<file path="config.mk">
export PLATFORM = sky130hd
export DESIGN_NAME = aes_round_controller_flat
export DESIGN_NICKNAME = d
export VERILOG_FILES = /design/src/rtl/aes_pkg.sv /design/src/rtl/aes_round_controller_if.sv /design/src/rtl/aes_round_counter.sv /design/src/rtl/aes_round_controller.sv /design/src/flat_wrapper.sv
export SDC_FILE = /design/constraint.sdc
export NUM_CORES = 1
export LEC_CHECK = 0
export ABC_AREA = 1
export BUFFER_PORTS_ARGS = -buffer_cell sky130_fd_sc_hd__buf_2
export CORE_AREA = 2 2 308 310
export DETAILED_ROUTE_END_ITERATION = 8
export DIE_AREA = 0 0 310 312
export GPL_ROUTABILITY_DRIVEN = 0
export PLACE_DENSITY = 0.35
export REMOVE_ABC_BUFFERS = 1
export SLEW_MARGIN = 0
export SYNTH_ARGS = -nofsm -noshare
export SYNTH_HDL_FRONTEND = slang
export SYNTH_HIERARCHICAL = 1
export SYNTH_SLANG_ARGS = --single-unit
</file>
<file path="constraint.sdc">
create_clock -name clk -period 5.5 [get_ports clk]
set_input_delay 1.1 -clock clk [delete_from_list [all_inputs] [get_ports clk]]
set_output_delay 1.1 -clock clk [all_outputs]
set_load 0.03 [all_outputs]
</file>
<file path="src/rtl/aes_pkg.sv">
// Shared types and constants for the AES round controller slice.
package aes_pkg;

  localparam int AES_BLOCK_W = 128;
  localparam int RK_IDX_W    = 4;

  typedef enum logic [2:0] {
    ST_IDLE,
    ST_INIT,
    ST_ROUND,
    ST_LAST,
    ST_DONE
  } ctrl_state_e;

  typedef enum logic [1:0] {
    ROUND_ARK  = 2'b00,
    ROUND_MID  = 2'b01,
    ROUND_LAST = 2'b10,
    ROUND_IDLE = 2'b11
  } round_sel_e;

  // AES ties the round count to the key length: 10/12/14 rounds for 4/6/8 words.
  function automatic int nr_for_nk(input int nk);
    return nk + 6;
  endfunction

endpackage

</file>
<file path="src/rtl/aes_round_controller_if.sv">
// Host handshakes plus the round-logic/key-schedule bus of the AES round controller.
interface aes_round_controller_if;
  import aes_pkg::*;

  logic                   in_valid;
  logic                   in_ready;
  logic [AES_BLOCK_W-1:0] in_data;
  logic [AES_BLOCK_W-1:0] round_in;
  round_sel_e             round_sel;
  logic [RK_IDX_W-1:0]    rk_idx;
  logic                   rk_valid;
  logic [AES_BLOCK_W-1:0] ark_result;
  logic [AES_BLOCK_W-1:0] round_result;
  logic [AES_BLOCK_W-1:0] last_result;
  logic                   out_valid;
  logic                   out_ready;
  logic [AES_BLOCK_W-1:0] out_data;
  logic                   busy;

  modport master (
    input  in_valid, in_data, rk_valid, ark_result, round_result, last_result, out_ready,
    output in_ready, round_in, round_sel, rk_idx, out_valid, out_data, busy
  );

  modport slave (
    output in_valid, in_data, rk_valid, ark_result, round_result, last_result, out_ready,
    input  in_ready, round_in, round_sel, rk_idx, out_valid, out_data, busy
  );

endinterface

</file>
<file path="src/rtl/aes_round_counter.sv">
// Round-key index register: clear, saturating increment at Nr, terminal count at Nr-1.
module aes_round_counter
  import aes_pkg::*;
#(
  parameter int Nr = 10
) (
  input  logic                clk,
  input  logic                reset,
  input  logic                clr,
  input  logic                inc,
  output logic [RK_IDX_W-1:0] rk_idx,
  output logic                tc
);

  localparam logic [RK_IDX_W-1:0] MAX_IDX = RK_IDX_W'(Nr);
  localparam logic [RK_IDX_W-1:0] TC_IDX  = RK_IDX_W'(Nr - 1);

  // NOTE: sequential state uses non-blocking assignments so every register samples pre-edge values.
  always_ff @(posedge clk or posedge reset) begin
    if (reset) begin
      rk_idx <= '0;
    end else if (clr) begin
      rk_idx <= '0;
    end else if (inc && (rk_idx != MAX_IDX)) begin
      rk_idx <= rk_idx + 1'b1;
    end
  end

  assign tc = (rk_idx == TC_IDX);

endmodule

</file>
<file path="src/rtl/aes_round_controller.sv">
// Sequencing FSM for the iterative AES datapath (ARK, rounds 1..Nr-1, last round).
// Define AES_CTRL_ABORT_EN to add the abort input that returns an in-flight block to IDLE.
module aes_round_controller
  import aes_pkg::*;
#(
  parameter int Nk = 4,
  parameter int Nr = 10
) (
  input  logic clk,
  input  logic reset,
`ifdef AES_CTRL_ABORT_EN
  input  logic abort,
`endif
  aes_round_controller_if.master bus
);

  if (Nr != nr_for_nk(Nk)) begin : g_bad_nr
    $fatal(1, "aes_round_controller: Nr=%0d must equal Nk+6=%0d", Nr, nr_for_nk(Nk));
  end

  ctrl_state_e            fsm_q, fsm_d;
  logic [AES_BLOCK_W-1:0] state_q, state_d;
  logic                   state_en;
  logic                   cnt_clr, cnt_inc, cnt_tc;
  logic [RK_IDX_W-1:0]    rk_idx;

  aes_round_counter #(.Nr(Nr)) u_counter (
    .clk    (clk),
    .reset  (reset),
    .clr    (cnt_clr),
    .inc    (cnt_inc),
    .rk_idx (rk_idx),
    .tc     (cnt_tc)
  );

  always_ff @(posedge clk or posedge reset) begin
    if (reset) begin
      fsm_q   <= ST_IDLE;
      // NOTE: the block register is reset because it drives round_in/out_data, which must read 0 after reset.
      state_q <= '0;
    end else begin
      fsm_q <= fsm_d;
      if (state_en) state_q <= state_d;
    end
  end

  // NOTE: every output of this block gets a default first, so no path can infer a latch.
  always_comb begin
    fsm_d    = fsm_q;
    state_d  = state_q;
    state_en = 1'b0;
    cnt_clr  = 1'b0;
    cnt_inc  = 1'b0;
    case (fsm_q)
      ST_IDLE: if (bus.in_valid) begin
        state_d  = bus.in_data;
        state_en = 1'b1;
        cnt_clr  = 1'b1;
        fsm_d    = ST_INIT;
      end
      ST_INIT: if (bus.rk_valid) begin
        state_d  = bus.ark_result;
        state_en = 1'b1;
        cnt_inc  = 1'b1;
        fsm_d    = cnt_tc ? ST_LAST : ST_ROUND;
      end
      ST_ROUND: if (bus.rk_valid) begin
        state_d  = bus.round_result;
        state_en = 1'b1;
        cnt_inc  = 1'b1;
        if (cnt_tc) fsm_d = ST_LAST;
      end
      ST_LAST: if (bus.rk_valid) begin
        state_d  = bus.last_result;
        state_en = 1'b1;
        fsm_d    = ST_DONE;
      end
      ST_DONE: if (bus.out_ready) begin
        cnt_clr = 1'b1;
        fsm_d   = ST_IDLE;
      end
      default: fsm_d = ST_IDLE;
    endcase
`ifdef AES_CTRL_ABORT_EN
    // Abort outranks key and output handshakes; IDLE has nothing to abort.
    if (abort && (fsm_q != ST_IDLE)) begin
      fsm_d    = ST_IDLE;
      state_d  = '0;
      state_en = 1'b1;
      cnt_clr  = 1'b1;
      cnt_inc  = 1'b0;
    end
`endif
  end

  always_comb begin
    bus.round_sel = ROUND_IDLE;
    case (fsm_q)
      ST_INIT:  bus.round_sel = ROUND_ARK;
      ST_ROUND: bus.round_sel = ROUND_MID;
      ST_LAST:  bus.round_sel = ROUND_LAST;
      default:  bus.round_sel = ROUND_IDLE;
    endcase
  end

  assign bus.in_ready  = (fsm_q == ST_IDLE);
  assign bus.out_valid = (fsm_q == ST_DONE);
  assign bus.busy      = (fsm_q != ST_IDLE);
  assign bus.round_in  = state_q;
  assign bus.out_data  = state_q;
  assign bus.rk_idx    = rk_idx;

endmodule

</file>
<file path="src/flat_wrapper.sv">
// flat-port wrapper written by rule: the top's interface ports become plain ports
module aes_round_controller_flat import aes_pkg::*;
#(
  parameter int Nk = 4,
  parameter int Nr = 10
)
  (clk, reset, bus_in_valid, bus_in_data, bus_rk_valid, bus_ark_result, bus_round_result, bus_last_result, bus_out_ready, bus_in_ready, bus_round_in, bus_round_sel, bus_rk_idx, bus_out_valid, bus_out_data, bus_busy);
  aes_round_controller_if bus_i ();
  input  logic clk;
  input  logic reset;
  input wire logic [$bits(bus_i.in_valid)-1:0] bus_in_valid;
  input wire logic [$bits(bus_i.in_data)-1:0] bus_in_data;
  input wire logic [$bits(bus_i.rk_valid)-1:0] bus_rk_valid;
  input wire logic [$bits(bus_i.ark_result)-1:0] bus_ark_result;
  input wire logic [$bits(bus_i.round_result)-1:0] bus_round_result;
  input wire logic [$bits(bus_i.last_result)-1:0] bus_last_result;
  input wire logic [$bits(bus_i.out_ready)-1:0] bus_out_ready;
  output wire logic [$bits(bus_i.in_ready)-1:0] bus_in_ready;
  output wire logic [$bits(bus_i.round_in)-1:0] bus_round_in;
  output wire logic [$bits(bus_i.round_sel)-1:0] bus_round_sel;
  output wire logic [$bits(bus_i.rk_idx)-1:0] bus_rk_idx;
  output wire logic [$bits(bus_i.out_valid)-1:0] bus_out_valid;
  output wire logic [$bits(bus_i.out_data)-1:0] bus_out_data;
  output wire logic [$bits(bus_i.busy)-1:0] bus_busy;
  assign bus_i.in_valid = bus_in_valid;
  assign bus_i.in_data = bus_in_data;
  assign bus_i.rk_valid = bus_rk_valid;
  assign bus_i.ark_result = bus_ark_result;
  assign bus_i.round_result = bus_round_result;
  assign bus_i.last_result = bus_last_result;
  assign bus_i.out_ready = bus_out_ready;
  assign bus_in_ready = bus_i.in_ready;
  assign bus_round_in = bus_i.round_in;
  assign bus_round_sel = bus_i.round_sel;
  assign bus_rk_idx = bus_i.rk_idx;
  assign bus_out_valid = bus_i.out_valid;
  assign bus_out_data = bus_i.out_data;
  assign bus_busy = bus_i.busy;
  aes_round_controller #(.Nk(Nk), .Nr(Nr)) u_core (.clk(clk), .reset(reset), .bus(bus_i));
endmodule
</file>
==> results.py <==
metrics = {
    "logic_synthesis": {
        "synth-seq-cells": 135,
        "synth_area_leader_cell": "sky130_fd_sc_hd__nand2_1",
        "async_flop_share_pct": 100,
        "synth-warning-count": 6,
        "synth_seq_area_share_pct": 31.3,
        "synth_cell_type_count": 21,
        "synthTopCellsByArea": "sky130_fd_sc_hd__nand2_1 (32%), sky130_fd_sc_hd__dfrtp_1 (31%), sky130_fd_sc_hd__buf_4 (10%)",
        "yosysTopAreaCellShare_pct": 31.8,
        "synth_top_flop_cell": "sky130_fd_sc_hd__dfrtp_1",
        "yosys.cell_count.top_type": "sky130_fd_sc_hd__nand2_1",
        "synth-edff-count": 0,
        "synth.avg_cell_area_um2": 5.85,
        "postSynthCellCount": 1846,
        "netlist_top_cells_count": "sky130_fd_sc_hd__nand2_1 (916), sky130_fd_sc_hd__inv_1 (197), sky130_fd_sc_hd__buf_4 (147)",
        "synth_area_um2": 10800,
    },
    "finish": {
        "final.fill_count": 11200,
        "nNetsFinal": 2956,
        "layout.area.seq_um2": 3380,
        "layout-drive-gt1-share_pct": 34.6,
        "area_growth_syn_to_layout_pct": 44.9,
        "multi_input_comb_area_um2": 4980,
        "post-route-util_pct": 16.8,
    },
    "clock_network": {
        "cts-root-buf": "sky130_fd_sc_hd__clkbuf_16",
        "insertion_delay_ns": 0.47,
        "worst_setup_hold_path_clk_slew_ns": 0.07,
        "number_of_h_tree_levels": 4,
        "cts_tree": "built",
        "cts_hold_repair.buffers": 0,
        "postCtsSetupRepairBufs": 0,
        "clock_sinks": 135,
        "post_cts_resize_count": 0,
        "cts_buffers": 17,
        "max-clock-path-buffers": 2,
    },
    "place": {
        "hpwlAfterDp_um": 44700,
        "portBuffers": 781,
    },
    "global_routing": {
        "grt_antenna_before_repair": 19,
        "grt_pass1_wl_um": 81800,
        "grtUsageTotal_pct": 11.5,
        "largest_net_degree_at_the_start_of_global_routing": 130,
        "via_count_of_the_first_global_routing_pass": 12600,
        "overflow": 0,
    },
    "timing": {
        "grt_setup_unrepaired": "false",
        "tns_ns": 0,
        "finalCriticalPeriod_ns": 3.24,
        "timing_max_transition_violations_final": 0,
        "fmax_mhz": 309,
        "worst_clk_skew_ns": 0.00966,
        "setup_viol": 0,
        "total_count_of_hold_check_failures_in_the_final_report": 0,
        "tightestPinTransition_ns": 1.22,
        "period_share_pct": 58.9,
        "slew_headroom_pct": 18.5,
    },
    "detailed_routing": {
        "detail_route.first_pass.iterations": 7,
        "routed-via-count": 12900,
        "post_drt_via_cell_ratio": 3.47,
        "drtIter0Drc": 559,
        "antenna_violating_nets_post_route": 0,
        "drt_drc_violations_left": 0,
        "routedWlPerCell_um": 15.6,
        "finalWirelength_um": 57800,
    },
    "pwr": {
        "p_int_mw": 4.20,
        "swShare_pct": 61.4,
        "p_leak_nw": 9.16,
        "clockPowerShare_pct": 11.3,
        "vdd_ir_drop_max_mv": 0.361,
        "power.share.sequential_pct": 19.2,
        "netSwitchingPower_mw": 6.69,
        "power.share.combinational_pct": 69.5,
        "powerDensity_nw_per_um2": 696,
    },
    "worst_setup_path": {
        "ff2ff_path_depth": 8,
        "critical_path.reg2reg.startpoint": "u_core/fsm_q[2]",
        "worstPathArrival_ns": 2.14,
        "worstPathRequired_ns": 4.40,
        "crit_path_max_fanout": 42,
        "timing_worst_setup_path_type": "flop to primary output",
        "critical_path.reg2reg.endpoint": "u_core/bus.out_data[107]",
        "critPathLaunchType": "flop",
        "worstSetupEndpointType": "primary output",
        "reg2reg_setup_slack_ns": 2.81,
    },
    "worst_hold_path": {
        "timing.hold.worst.class": "flop to flop",
        "hold_path_end": "u_core/bus.out_data[116]",
        "min-delay-start": "u_core/bus.out_data[116]",
        "hold_depth": 2,
    },
    "floorplan": {
        "die_area_um2": 96700,
        "die_w_um": 310,
        "die_h_um": 312,
        "floorplan.core_area_um2": 93000,
        "start_util_pct": 11.6,
        "floorplan.io_pins": 782,
        "placement_rows": 112,
    },
    "run_status": {
        "run_status": "complete, no violations",
    },
    "job": {
        "timing.max_cap.violations": 0,
    },
}
how the worst max path moves through the flow:
stage | from | to | slack (ns)
floorplan | u_core/fsm_q[2] | bus_round_sel[1] | -0.06
global placement | u_core/fsm_q[2] | u_core/bus.out_data[107] | 2.73
detailed placement | u_core/fsm_q[1] | bus_round_sel[1] | 2.70
CTS | u_core/fsm_q[1] | bus_round_sel[1] | 2.13
global route | u_core/fsm_q[1] | bus_round_sel[1] | 1.99
finish | u_core/fsm_q[1] | bus_round_sel[1] | 2.26
per-layer routing:
metal  part of all wire (%)  vias up  track usage [%]
met3                    7.2       56             3.42
met1                     40     5795             12.8
met5                   0.22        -                0
met4                    1.9       20             3.74
li1                       -     6539                -
met2                     51      462             20.9
placed cells by master (no fill, tap or decap), drive strengths merged:
cell type | Yosys | final
a21oi | 2 | 2
and3 | 1 | 1
buf | 189 | 797
bufinv | 0 | 2
clkbuf | 37 | 18
clkinv | 73 | 77
clkinvlp | 0 | 4
dfrtp | 135 | 135
diode | 0 | 5
ha | 3 | 3
inv | 202 | 206
nand2 | 921 | 921
nand3 | 135 | 135
nand3b | 1 | 1
nand4 | 4 | 4
nor2 | 11 | 11
o21ai | 131 | 131
or2 | 1 | 1
worst max-delay path, cell delays in order, from the launching register on:
cell	delay, ns
sky130_fd_sc_hd__dfrtp_1	0.55
sky130_fd_sc_hd__inv_2	0.11
sky130_fd_sc_hd__nand2_2	0.14
sky130_fd_sc_hd__nand2_4	0.33
sky130_fd_sc_hd__nor2_1	0.27
sky130_fd_sc_hd__inv_1	0.08
sky130_fd_sc_hd__buf_2	0.19
stage by stage:
| step | area [um2] | hold WS (ns) | total power [mW] | cells | worst slack, ns |
|---|---|---|---|---|---|
| after global routing | 15700 | 0.516 | 11.9 | 3707 | 1.99 |
| after detailed placement | 15100 | 0.495 | 9.87 | 3671 | 2.70 |
| after floorplan | 9350 | 0.553 | 7.01 | 1620 | -0.0621 |
| after global placement | 15100 | 0.488 | 9.88 | 3671 | 2.73 |
| final | 15700 | 0.506 | 10.9 | 3708 | 2.26 |
| after CTS | 15700 | 0.478 | 11.2 | 3703 | 2.13 |
power groups by stage:
stage | Clock (mW) | Sequential [mW] | Combinational (mW)
2_1_floorplan | 0 | 3.75 | 3.26
3_3_place_gp | 0 | 2.15 | 7.73
3_5_place_dp | 0 | 2.14 | 7.73
4_1_cts | 1.32 | 2.13 | 7.73
5_1_grt | 1.34 | 2.18 | 8.41
6_report | 1.23 | 2.09 | 7.57
area by class of cell:
class | count | share of cell area, %
antenna | 5 | 0.0799
clock buffer | 18 | 2.80
clock inverter | 14 | 0.951
inverter | 275 | 6.64
multi-input combinational | 1210 | 31.8
sequential | 135 | 21.6
tap | 1254 | 10.0
timing repair buffer | 797 | 26.1
flip-flops by register name, summed over array words and instances (netlist names):
name                     cells
u_core/fsm_q                 3
u_core/u_counter/rk_idx      4
u_core/bus.out_data        128
kinds of logic (layout without fill, tap and decap cells):
family	count (synthesis)	count (layout)	share of synthesized area [%]
DFF	135	135	31.3
other	0	5	0
adders and majority gates	3	3	0.347
and+or+nand+nor	1074	1074	39.2
AOI/OAI and AO/OA	133	133	6.16
buffers and inverters	501	1104	23.0
(Power assumes the default switching activity.)
